===== src/rtl/multicycle_control_unit_if.sv =====
// Control bus between the multicycle control unit and the datapath.
// The master side is the control unit: it receives the opcode and the
// datapath status flags, and drives every datapath enable.
// With CTRL_PERF_COUNT_EN defined, the bus also carries instr_count.
interface multicycle_control_unit_if #(
  parameter int OP_W = 6,
  parameter int ST_W = 3
);
  logic [OP_W-1:0] op;
  logic            zero;
  logic            mem_ready;
  logic            PCWre;
  logic            IRWre;
  logic            InsMemRW;
  logic            RegWre;
  logic [1:0]      RegDst;
  logic            WrRegDSrc;
  logic            ALUSrcB;
  logic [2:0]      ALUOp;
  logic            ExtSel;
  logic            mRD;
  logic            mWR;
  logic            DBDataSrc;
  logic [1:0]      PCSrc;
  logic [ST_W-1:0] state_out;
`ifdef CTRL_PERF_COUNT_EN
  logic [31:0]     instr_count;
`endif

  modport master (
    input  op, zero, mem_ready,
    output PCWre, IRWre, InsMemRW, RegWre, RegDst, WrRegDSrc, ALUSrcB,
           ALUOp, ExtSel, mRD, mWR, DBDataSrc, PCSrc, state_out
`ifdef CTRL_PERF_COUNT_EN
    , output instr_count
`endif
  );

  modport slave (
    output op, zero, mem_ready,
    input  PCWre, IRWre, InsMemRW, RegWre, RegDst, WrRegDSrc, ALUSrcB,
           ALUOp, ExtSel, mRD, mWR, DBDataSrc, PCSrc, state_out
`ifdef CTRL_PERF_COUNT_EN
    , input instr_count
`endif
  );
endinterface


===== src/rtl/multicycle_control_unit.sv =====
// Multicycle CPU control unit: steps every instruction through
// IF / ID / EXE / MEM / WB and decodes the datapath enables from the
// registered state and the current opcode.
// HALT shares the IF encoding and is tracked by a separate halted flop.
// Optional feature macro: CTRL_PERF_COUNT_EN adds a 32-bit retired
// instruction counter (counts cycles with PCWre = 1).
module multicycle_control_unit #(
  parameter int OP_W = 6,
  parameter int ST_W = 3
) (
  input  logic                    CLK,
  input  logic                    Reset,
  multicycle_control_unit_if.master bus
);

  typedef enum logic [2:0] {
    S_IF     = 3'b000,
    S_ID     = 3'b001,
    S_EXE_LS = 3'b010,
    S_MEM    = 3'b011,
    S_WB_LD  = 3'b100,
    S_EXE_BR = 3'b101,
    S_EXE_AL = 3'b110,
    S_WB_AL  = 3'b111
  } state_t;

  localparam logic [OP_W-1:0] OP_ADD  = 6'b000000;
  localparam logic [OP_W-1:0] OP_SUB  = 6'b000001;
  localparam logic [OP_W-1:0] OP_ADDI = 6'b000010;
  localparam logic [OP_W-1:0] OP_OR   = 6'b010000;
  localparam logic [OP_W-1:0] OP_AND  = 6'b010001;
  localparam logic [OP_W-1:0] OP_ORI  = 6'b010010;
  localparam logic [OP_W-1:0] OP_SLT  = 6'b100110;
  localparam logic [OP_W-1:0] OP_SW   = 6'b110000;
  localparam logic [OP_W-1:0] OP_LW   = 6'b110001;
  localparam logic [OP_W-1:0] OP_BEQ  = 6'b110100;
  localparam logic [OP_W-1:0] OP_J    = 6'b111000;
  localparam logic [OP_W-1:0] OP_JR   = 6'b111001;
  localparam logic [OP_W-1:0] OP_JAL  = 6'b111010;
  localparam logic [OP_W-1:0] OP_HALT = 6'b111111;

  state_t r_state;
  logic   r_halted;

  logic       w_isAlu;
  logic       w_isRType;
  logic       w_isImm;
  logic       w_isLw;
  logic       w_isSw;
  logic       w_isBeq;
  logic       w_isJ;
  logic       w_isJr;
  logic       w_isJal;
  logic       w_isHalt;
  logic       w_isIllegal;
  logic [2:0] w_aluOpDec;
  logic       w_pcWre;
  logic [ST_W-1:0] w_stateOut;

  // Opcode classification and ALU function decode.
  always_comb begin
    w_isAlu     = 1'b0;
    w_isRType   = 1'b0;
    w_isImm     = 1'b0;
    w_isLw      = 1'b0;
    w_isSw      = 1'b0;
    w_isBeq     = 1'b0;
    w_isJ       = 1'b0;
    w_isJr      = 1'b0;
    w_isJal     = 1'b0;
    w_isHalt    = 1'b0;
    w_isIllegal = 1'b0;
    w_aluOpDec  = 3'b000;
    case (bus.op)
      OP_ADD:  begin w_isAlu = 1'b1; w_isRType = 1'b1; w_aluOpDec = 3'b000; end
      OP_SUB:  begin w_isAlu = 1'b1; w_isRType = 1'b1; w_aluOpDec = 3'b001; end
      OP_ADDI: begin w_isAlu = 1'b1; w_isImm = 1'b1;   w_aluOpDec = 3'b000; end
      OP_OR:   begin w_isAlu = 1'b1; w_isRType = 1'b1; w_aluOpDec = 3'b011; end
      OP_AND:  begin w_isAlu = 1'b1; w_isRType = 1'b1; w_aluOpDec = 3'b100; end
      OP_ORI:  begin w_isAlu = 1'b1; w_isImm = 1'b1;   w_aluOpDec = 3'b011; end
      OP_SLT:  begin w_isAlu = 1'b1; w_isRType = 1'b1; w_aluOpDec = 3'b110; end
      OP_SW:   begin w_isSw = 1'b1;  w_isImm = 1'b1;   w_aluOpDec = 3'b000; end
      OP_LW:   begin w_isLw = 1'b1;  w_isImm = 1'b1;   w_aluOpDec = 3'b000; end
      OP_BEQ:  begin w_isBeq = 1'b1; w_aluOpDec = 3'b001; end
      OP_J:    w_isJ = 1'b1;
      OP_JR:   w_isJr = 1'b1;
      OP_JAL:  w_isJal = 1'b1;
      OP_HALT: w_isHalt = 1'b1;
      default: w_isIllegal = 1'b1;
    endcase
  end

  // Sequencer: state and halted flag, aborted to IF by reset.
  always_ff @(posedge CLK or negedge Reset) begin
    if (!Reset) begin
      r_state  <= S_IF;
      r_halted <= 1'b0;
    end else if (!r_halted) begin
      case (r_state)
        S_IF: r_state <= S_ID;
        S_ID: begin
          if (w_isHalt) begin
            r_halted <= 1'b1;
            r_state  <= S_IF;
          end else if (w_isBeq)          r_state <= S_EXE_BR;
          else if (w_isLw || w_isSw)     r_state <= S_EXE_LS;
          else if (w_isAlu)              r_state <= S_EXE_AL;
          else                           r_state <= S_IF;
        end
        S_EXE_BR: r_state <= S_IF;
        S_EXE_LS: r_state <= S_MEM;
        S_EXE_AL: r_state <= S_WB_AL;
        S_WB_AL:  r_state <= S_IF;
        S_MEM: begin
          if (bus.mem_ready) r_state <= w_isLw ? S_WB_LD : S_IF;
        end
        S_WB_LD:  r_state <= S_IF;
        default:  r_state <= S_IF;
      endcase
    end
  end

  // Datapath enables decoded from the current state and opcode; halted forces all to 0.
  always_comb begin
    w_pcWre        = 1'b0;
    bus.IRWre      = 1'b0;
    bus.InsMemRW   = 1'b0;
    bus.RegWre     = 1'b0;
    bus.RegDst     = 2'b00;
    bus.WrRegDSrc  = 1'b0;
    bus.ALUSrcB    = 1'b0;
    bus.ALUOp      = 3'b000;
    bus.ExtSel     = 1'b0;
    bus.mRD        = 1'b0;
    bus.mWR        = 1'b0;
    bus.DBDataSrc  = 1'b0;
    bus.PCSrc      = 2'b00;
    if (!r_halted) begin
      if (r_state != S_IF) begin
        bus.ExtSel  = (bus.op != OP_ORI);
        bus.ALUSrcB = w_isImm;
      end
      case (r_state)
        S_IF: begin
          bus.IRWre    = 1'b1;
          bus.InsMemRW = 1'b1;
        end
        S_ID: begin
          if (w_isJ || w_isJr || w_isJal || w_isIllegal) w_pcWre = 1'b1;
          if (w_isJ || w_isJal) bus.PCSrc = 2'b11;
          else if (w_isJr)      bus.PCSrc = 2'b10;
          if (w_isJal) begin
            bus.RegWre = 1'b1;
            bus.RegDst = 2'b10;
          end
        end
        S_EXE_BR: begin
          w_pcWre   = 1'b1;
          bus.ALUOp = w_aluOpDec;
          bus.PCSrc = bus.zero ? 2'b01 : 2'b00;
        end
        S_EXE_LS, S_EXE_AL: bus.ALUOp = w_aluOpDec;
        S_MEM: begin
          bus.ALUOp     = w_aluOpDec;
          bus.mRD       = w_isLw;
          bus.mWR       = w_isSw;
          bus.DBDataSrc = w_isLw;
          w_pcWre       = w_isSw && bus.mem_ready;
        end
        S_WB_AL: begin
          w_pcWre       = 1'b1;
          bus.RegWre    = 1'b1;
          bus.WrRegDSrc = 1'b1;
          bus.ALUOp     = w_aluOpDec;
          bus.RegDst    = w_isRType ? 2'b01 : 2'b00;
        end
        S_WB_LD: begin
          w_pcWre       = 1'b1;
          bus.RegWre    = 1'b1;
          bus.WrRegDSrc = 1'b1;
          bus.DBDataSrc = 1'b1;
          bus.ALUOp     = w_aluOpDec;
          bus.RegDst    = 2'b00;
        end
        default: ;
      endcase
    end
  end

  assign w_stateOut    = r_state;
  assign bus.state_out = w_stateOut;
  assign bus.PCWre     = w_pcWre;

`ifdef CTRL_PERF_COUNT_EN
  logic [31:0] r_instrCount;

  // Retired instruction counter: one count per PC update, wraps naturally.
  always_ff @(posedge CLK or negedge Reset) begin
    if (!Reset)        r_instrCount <= 32'd0;
    else if (w_pcWre)  r_instrCount <= r_instrCount + 32'd1;
  end

  assign bus.instr_count = r_instrCount;
`endif

endmodule


===== src/flat_wrapper.sv =====
// flat-port wrapper written by rule: the top's interface ports become plain ports
module multicycle_control_unit_flat 
#(
  parameter int OP_W = 6,
  parameter int ST_W = 3
)
  (CLK, Reset, bus_op, bus_zero, bus_mem_ready, bus_PCWre, bus_IRWre, bus_InsMemRW, bus_RegWre, bus_RegDst, bus_WrRegDSrc, bus_ALUSrcB, bus_ALUOp, bus_ExtSel, bus_mRD, bus_mWR, bus_DBDataSrc, bus_PCSrc, bus_state_out);
  multicycle_control_unit_if #(.OP_W(OP_W), .ST_W(ST_W)) bus_i ();
  input  logic CLK;
  input  logic Reset;
  input wire logic [$bits(bus_i.op)-1:0] bus_op;
  input wire logic [$bits(bus_i.zero)-1:0] bus_zero;
  input wire logic [$bits(bus_i.mem_ready)-1:0] bus_mem_ready;
  output wire logic [$bits(bus_i.PCWre)-1:0] bus_PCWre;
  output wire logic [$bits(bus_i.IRWre)-1:0] bus_IRWre;
  output wire logic [$bits(bus_i.InsMemRW)-1:0] bus_InsMemRW;
  output wire logic [$bits(bus_i.RegWre)-1:0] bus_RegWre;
  output wire logic [$bits(bus_i.RegDst)-1:0] bus_RegDst;
  output wire logic [$bits(bus_i.WrRegDSrc)-1:0] bus_WrRegDSrc;
  output wire logic [$bits(bus_i.ALUSrcB)-1:0] bus_ALUSrcB;
  output wire logic [$bits(bus_i.ALUOp)-1:0] bus_ALUOp;
  output wire logic [$bits(bus_i.ExtSel)-1:0] bus_ExtSel;
  output wire logic [$bits(bus_i.mRD)-1:0] bus_mRD;
  output wire logic [$bits(bus_i.mWR)-1:0] bus_mWR;
  output wire logic [$bits(bus_i.DBDataSrc)-1:0] bus_DBDataSrc;
  output wire logic [$bits(bus_i.PCSrc)-1:0] bus_PCSrc;
  output wire logic [$bits(bus_i.state_out)-1:0] bus_state_out;
  assign bus_i.op = bus_op;
  assign bus_i.zero = bus_zero;
  assign bus_i.mem_ready = bus_mem_ready;
  assign bus_PCWre = bus_i.PCWre;
  assign bus_IRWre = bus_i.IRWre;
  assign bus_InsMemRW = bus_i.InsMemRW;
  assign bus_RegWre = bus_i.RegWre;
  assign bus_RegDst = bus_i.RegDst;
  assign bus_WrRegDSrc = bus_i.WrRegDSrc;
  assign bus_ALUSrcB = bus_i.ALUSrcB;
  assign bus_ALUOp = bus_i.ALUOp;
  assign bus_ExtSel = bus_i.ExtSel;
  assign bus_mRD = bus_i.mRD;
  assign bus_mWR = bus_i.mWR;
  assign bus_DBDataSrc = bus_i.DBDataSrc;
  assign bus_PCSrc = bus_i.PCSrc;
  assign bus_state_out = bus_i.state_out;
  multicycle_control_unit #(.OP_W(OP_W), .ST_W(ST_W)) u_core (.CLK(CLK), .Reset(Reset), .bus(bus_i));
endmodule

===== config.mk =====
export PLATFORM = sky130hd
export DESIGN_NAME = multicycle_control_unit_flat
export DESIGN_NICKNAME = d
export VERILOG_FILES = /design/src/rtl/multicycle_control_unit_if.sv /design/src/rtl/multicycle_control_unit.sv /design/src/flat_wrapper.sv
export SDC_FILE = /design/constraint.sdc
export NUM_CORES = 1
export LEC_CHECK = 0
export CAP_MARGIN = 0
export CORE_MARGIN = 8
export CORE_UTILIZATION = 44
export CTS_BUF_LIST = sky130_fd_sc_hd__clkbuf_8
export DETAILED_ROUTE_END_ITERATION = 8
export GPL_ROUTABILITY_DRIVEN = 1
export PLACE_DENSITY = 0.82
export SETUP_SLACK_MARGIN = 0.05
export SYNTH_ARGS = -nofsm -noshare
export SYNTH_HDL_FRONTEND = slang
export SYNTH_SLANG_ARGS = --single-unit

===== constraint.sdc =====
create_clock -name CLK -period 2.71 [get_ports CLK]
set_input_delay 0.542 -clock CLK [delete_from_list [all_inputs] [get_ports CLK]]
set_output_delay 0.542 -clock CLK [all_outputs]
set_load 0.005 [all_outputs]

After elaboration in Yosys (flattened, before gate mapping)

Index checks and enable logic that the tools add are counted.

Bits in registers: 4
Bits of input ports: 10
Output and inout port bits: 20
Logic and storage cells: 97

Equality and inequality tests: 22
Multiplexer cells: 53
Bitwise gates (word level): 1
Reductions and logical operators: 19

Operators by type and width:

| kind                                                                  | count |
|---|---|
| 6-bit equality test, second input constant                            | 8 |
| 1-bit two-way mux                                                     | 33 |
| 3-bit two-way mux                                                     | 8 |
| 6-bit by 5-bit equality test with 1-bit output, second input constant | 3 |
| 3-bit case mux with 6 select lines                                    | 1 |
| 14-bit OR reduction                                                   | 1 |
| 3-bit equality test, second input constant                            | 4 |
| 3-bit case mux with 4 select lines                                    | 1 |
| 2-bit two-way mux                                                     | 5 |
| 2-bit case mux with 2 select lines                                    | 2 |
| 7-bit OR reduction                                                    | 1 |
| 3-bit by 2-bit equality test with 1-bit output, second input constant | 2 |
| 6-bit by 1-bit equality test with 1-bit output, second input constant | 1 |
| 6-bit by 2-bit equality test with 1-bit output, second input constant | 1 |
| 6-bit logical NOT                                                     | 1 |
| 6-bit by 5-bit != test with 1-bit output, second input constant       | 1 |
| 2-bit OR reduction                                                    | 3 |
| 6-bit OR reduction                                                    | 1 |
| 1-bit logical OR                                                      | 5 |
| 5-bit OR reduction                                                    | 1 |
| 1-bit case mux with 2 select lines                                    | 2 |
| 4-bit OR reduction                                                    | 1 |
| 3-bit by 1-bit equality test with 1-bit output, second input constant | 1 |
| 3-bit logical NOT                                                     | 1 |
| 7 further kinds                                                       | 7 |

Longest topological paths before layout

Depth in word-level cells: 8
Mapped depth: 5
Mapped depth without buffers: 4

Least setup slack after synthesis

OpenSTA, ideal clock, no wires.

Kind: register to output
From: register u_core.r_state[2], in the netlist u_core.bus.state_out[2]
To: output bus_PCWre
Arrival time: 1.743 ns
Required time: 2.168 ns
Path slack: 0.425 ns
Stages on the path, launching flop included: 6
Path buffers: 1
Cells stage by stage: dfrtp_1 > buf_6 > or3b_4 > or3_4 > o22a_1 > a211oi_2

Cells in the longest elaborated chain, start to end: 4
Elaborated cells on any way between the ends: 8
Classes of those cells: eq/ne: 5; mux: 2; reduce/logical: 1

RTL lines:

| item                                   | line                           | source |
|---|---|---|
| start, declared                        | multicycle_control_unit.sv:42  | `state_t r_state;` |
| start signal, assigned                 | multicycle_control_unit.sv:115 | `if (bus.mem_ready) r_state <= w_isLw ? S_WB_LD : S_IF;` |
| 3-bit equality test                    | multicycle_control_unit.sv:143 | `case (r_state)` |
| 3-bit OR reduction (no line)           | -                              |  |
| 1-bit case mux with 3 select lines (*) | multicycle_control_unit.sv:143 |  |
| 1-bit two-way mux (*)                  | multicycle_control_unit.sv:138 | `if (!r_halted) begin` |
| end, declared                          | flat_wrapper.sv:14             | `output wire logic [$bits(bus_i.PCWre)-1:0] bus_PCWre;` |

Mark *: on every way between the ends. The rest lies on a longest branch, timed or not.

Worst setup path in the final report

From: input bus_op[3]
To: output bus_mWR

Cells in the longest elaborated chain, start to end: 4

RTL lines:

| item                | line                           | source |
|---|---|---|
| start, declared     | flat_wrapper.sv:11             | `input wire logic [$bits(bus_i.op)-1:0] bus_op;` |
| 6-bit equality test | multicycle_control_unit.sv:74  | `case (bus.op)` |
| 1-bit two-way mux   | multicycle_control_unit.sv:74  |  |
| 1-bit two-way mux   | multicycle_control_unit.sv:143 |  |
| 1-bit two-way mux   | multicycle_control_unit.sv:138 |  |
| end, declared       | flat_wrapper.sv:24             | `output wire logic [$bits(bus_i.mWR)-1:0] bus_mWR;` |

Every way passes these cells.

==> impl_metrics.toml <==
[status]
status = "complete, no violations"

[timing]
period_minus_slack_ns = 2.61
rsz0062_at_grt = "yes"
fmax_mhz = 383
setup_viol = 0
fin_crit_sh_pct = 96.4
fin_skew_ns = 0.00283
holdWs_ns = 0.529
worstMarginPinSlew_ns = 0.384
hold_viol = 0
max_slew_margin_pct = 74.2
final-max-slew-violation-count = 0

[power]
p_per_area_nw_per_um2 = 623
clock_power_share_pct = 17.1
power.leakage_uw = 0.000534
p_seq_share_pct = 14.9
intPower_uw = 434
ir_drop_uv = 736
power.total_uw = 729
netSwitchingFraction_pct = 40.4
power_switching_uw = 295
combPwrFrac_pct = 68.0

[synth]
syn_avg_cell_area_um2 = 7.42
ys_warn_count = 0
netlist_instances = 98
synth.net_count = 108
ys_ff_latch = 4
ys.flop_type = "dfrtp_1"
syn_area_um2 = 727
synthArstFlopShare_pct = 100
synth-edff-count = 0
seq_area_frac_synth_pct = 13.8
synth_area_leaders = "dfrtp_1 (14%), nor2_1 (6.7%), nor3_1 (6.2%)"
synth_top_area_cell = "dfrtp_1"
synth.distinct_cells = 45
synth_top_area_share_pct = 13.8

[setup_path]
path_buf_inv = 3
critPathCaptureType = "output pin"
crit_chain = "dlygate4sd2_1 -> or2_2 -> buf_4 -> nor3_1 -> and2_1 -> clkdlybuf4s50_1"
cp_max_fo = 4
cp_data_arrival_time_ns = 2.07
worst-setup-path-type = "in2out"
r2r_setup_slack_ns = 1.27
cpLargestDelayFamily = "buffers and inverters"
cp_slowest_stage_delay_ns = 0.50
worstPathRequired_ns = 2.17
worstSetupStartpointType = "input pin"
slowest_stage = "clkdlybuf4s50_1"

[cts]
cts_buffer_depth = 2
cts_htree_levels = 1
clkLatencyLatePin_ns = 0.22
cts_sinks = 4
clk_pin_slew_ns = 0.03
cts_hold_buf = 0
post_cts_buffers = 0
cts_tree = "done"
cts_buffers = 3
root_buffer = "clkbuf_8"

[detailed_routing]
drtIter0Drc = 33
vias_per_cell = 5.93
firstDrtPassIters = 4
wirelength_um = 2460
drc_errors = 0
drtAntennaViolNets = 0
wl_per_cell_um = 15.7
via_count = 931

[global_route]
grt_start_max_net_pins = 13
grt_antenna_before_repair = 0
grt_pass1_vias = 893
grt_pass1_wl_um = 4060
track_usage_pct = 14.5
grt-ovfl-total = 0

[flow_run]
maxCapViolCount = 0

[cells_and_area]
drive_above_1_share_pct = 34.0
utilization_pct = 76.8
seqCellArea_um2 = 100
fillers = 121
diodes = 0
areaGrowthSynthToFinish_pct = 60.9
final_nets = 153
multi_input_area_um2 = 553

[floorplan]
initial_core_util_pct = 47.7
fp.dieH_um = 56.6
core_area_um2 = 1520
die-area_um2 = 3210
rows = 14
dieWidth_um = 56.6
io_pins = 30

[placement]
gp_congestion = 0.972
numPortBuffers = 29
post-dp-hpwl_um = 1900

[min_path]
min_path_type = "in2async"
## per-layer routing
metal	global-route usage [%]	part of all wire, %	routed length (um)
met4	2.06	0	0
met1	17.8	42	1030
met3	5.39	9.7	238
met2	23.8	49	1200
met5	0	0	0
## cells in the final DEF, fill, tap and decap left out, types with 2 or more instances in the layout
| cell type | synthesis | final |
|---|---|---|
| o22a_1 | 2 | 2 |
| or2_2 | 2 | 2 |
| nand3_1 | 2 | 2 |
| clkbuf_8 | 3 | 3 |
| o2111ai_1 | 2 | 2 |
| buf_4 | 4 | 22 |
| o21ai_0 | 2 | 2 |
| o21a_1 | 2 | 2 |
| nand2_1 | 7 | 7 |
| dlymetal6s2s_1 | 0 | 2 |
| nor4_1 | 3 | 2 |
| a211oi_1 | 2 | 2 |
| dlygate4sd2_1 | 0 | 10 |
| a31o_2 | 2 | 2 |
| nor3_1 | 9 | 8 |
| dfrtp_1 | 4 | 4 |
| a21oi_1 | 2 | 2 |
| and2b_2 | 2 | 2 |
| a22oi_1 | 2 | 2 |
| clkdlybuf4s50_1 | 0 | 12 |
| or3_4 | 1 | 2 |
| clkdlybuf4s15_2 | 0 | 4 |
| inv_1 | 2 | 2 |
| nor2_1 | 13 | 13 |
## metrics by stage
step                      setup TNS, ns  setup slack [ns]  cell area, um2  instances
after floorplan                       0             0.425             727         98
after global placement            -3.90            -0.429            1100        154
after detailed placement          -4.39            -0.456            1100        154
after CTS                             0            0.0504            1150        157
after global routing                  0            0.0465            1170        157
final                                 0            0.0971            1170        157
## worst register-to-register path: cells and delay by family (launching register included)
kind	cells	cell delay (ns)
compound gates	1	0.15
buf+inv	1	0.17
flops	1	0.37
simple gates	2	0.67
## power groups by stage
stage                     clock, uW  combinational [uW]  sequential, uW
final                           125                 496             109
after global routing            132                 541             112
after CTS                       126                 490             109
after detailed placement          0                 492             108
after global placement            0                 486             106
after floorplan                   0                 307             106
## repair_timing
item / in CTS / in global routing
gates resized for setup: 28 / 7
endpoints found under the setup margin: 14 / 4
hold endpoints to repair: 0 / 0
## cells by family after synthesis
family | synth area share [%]
multiplexers | 1.38
flip-flops | 13.8
XOR/XNOR | 1.21
buffers and inverters | 15.0
AND/OR/NAND/NOR | 44.1
AO/OA/AOI/OAI | 24.6
## final timing paths
path	from	end	cells after the start
setup / recovery	bus_op[3]	bus_mWR	6
hold / removal	Reset	u_core.bus.state_out[1]	1
setup reg to reg	u_core.bus.state_out[2]	u_core.bus.state_out[2]	4
hold reg to reg	u_core.bus.state_out[1]	u_core.bus.state_out[1]	2
max in group asynchronous	Reset	u_core.r_halted	1
min in group CLK	u_core.bus.state_out[1]	u_core.bus.state_out[1]	2
## flip-flops by register name, indices dropped and copies added, names as in the netlist
signal	count
u_core.r_halted	1
u_core.bus.state_out	3
## cell type report
type	count	share of cell area (%)
tap	16	1.71
sequential	4	8.56
timing repair buffer	51	38.3
clock buffer	3	3.53
multi-input combinational	81	47.3
inverter	2	0.642
## synthesized netlist by cell type, types with 2 or more instances
| cell type | n |
|---|---|
| nor2_1 | 13 |
| nor3_1 | 9 |
| nand2_1 | 7 |
| buf_4 | 4 |
| dfrtp_1 | 4 |
| clkbuf_8 | 3 |
| nor4_1 | 3 |
| a211oi_1 | 2 |
| a21oi_1 | 2 |
| a22oi_1 | 2 |
| a31o_2 | 2 |
| and2b_2 | 2 |
| buf_6 | 2 |
| clkbuf_1 | 2 |
| inv_1 | 2 |
| nand2b_1 | 2 |
| nand3_1 | 2 |
| o2111ai_1 | 2 |
| o21a_1 | 2 |
| o21ai_0 | 2 |
| o22a_1 | 2 |
| or2_2 | 2 |
| or3_1 | 2 |
| or4_1 | 2 |
Note: power is estimated with default switching activity, not from simulation.
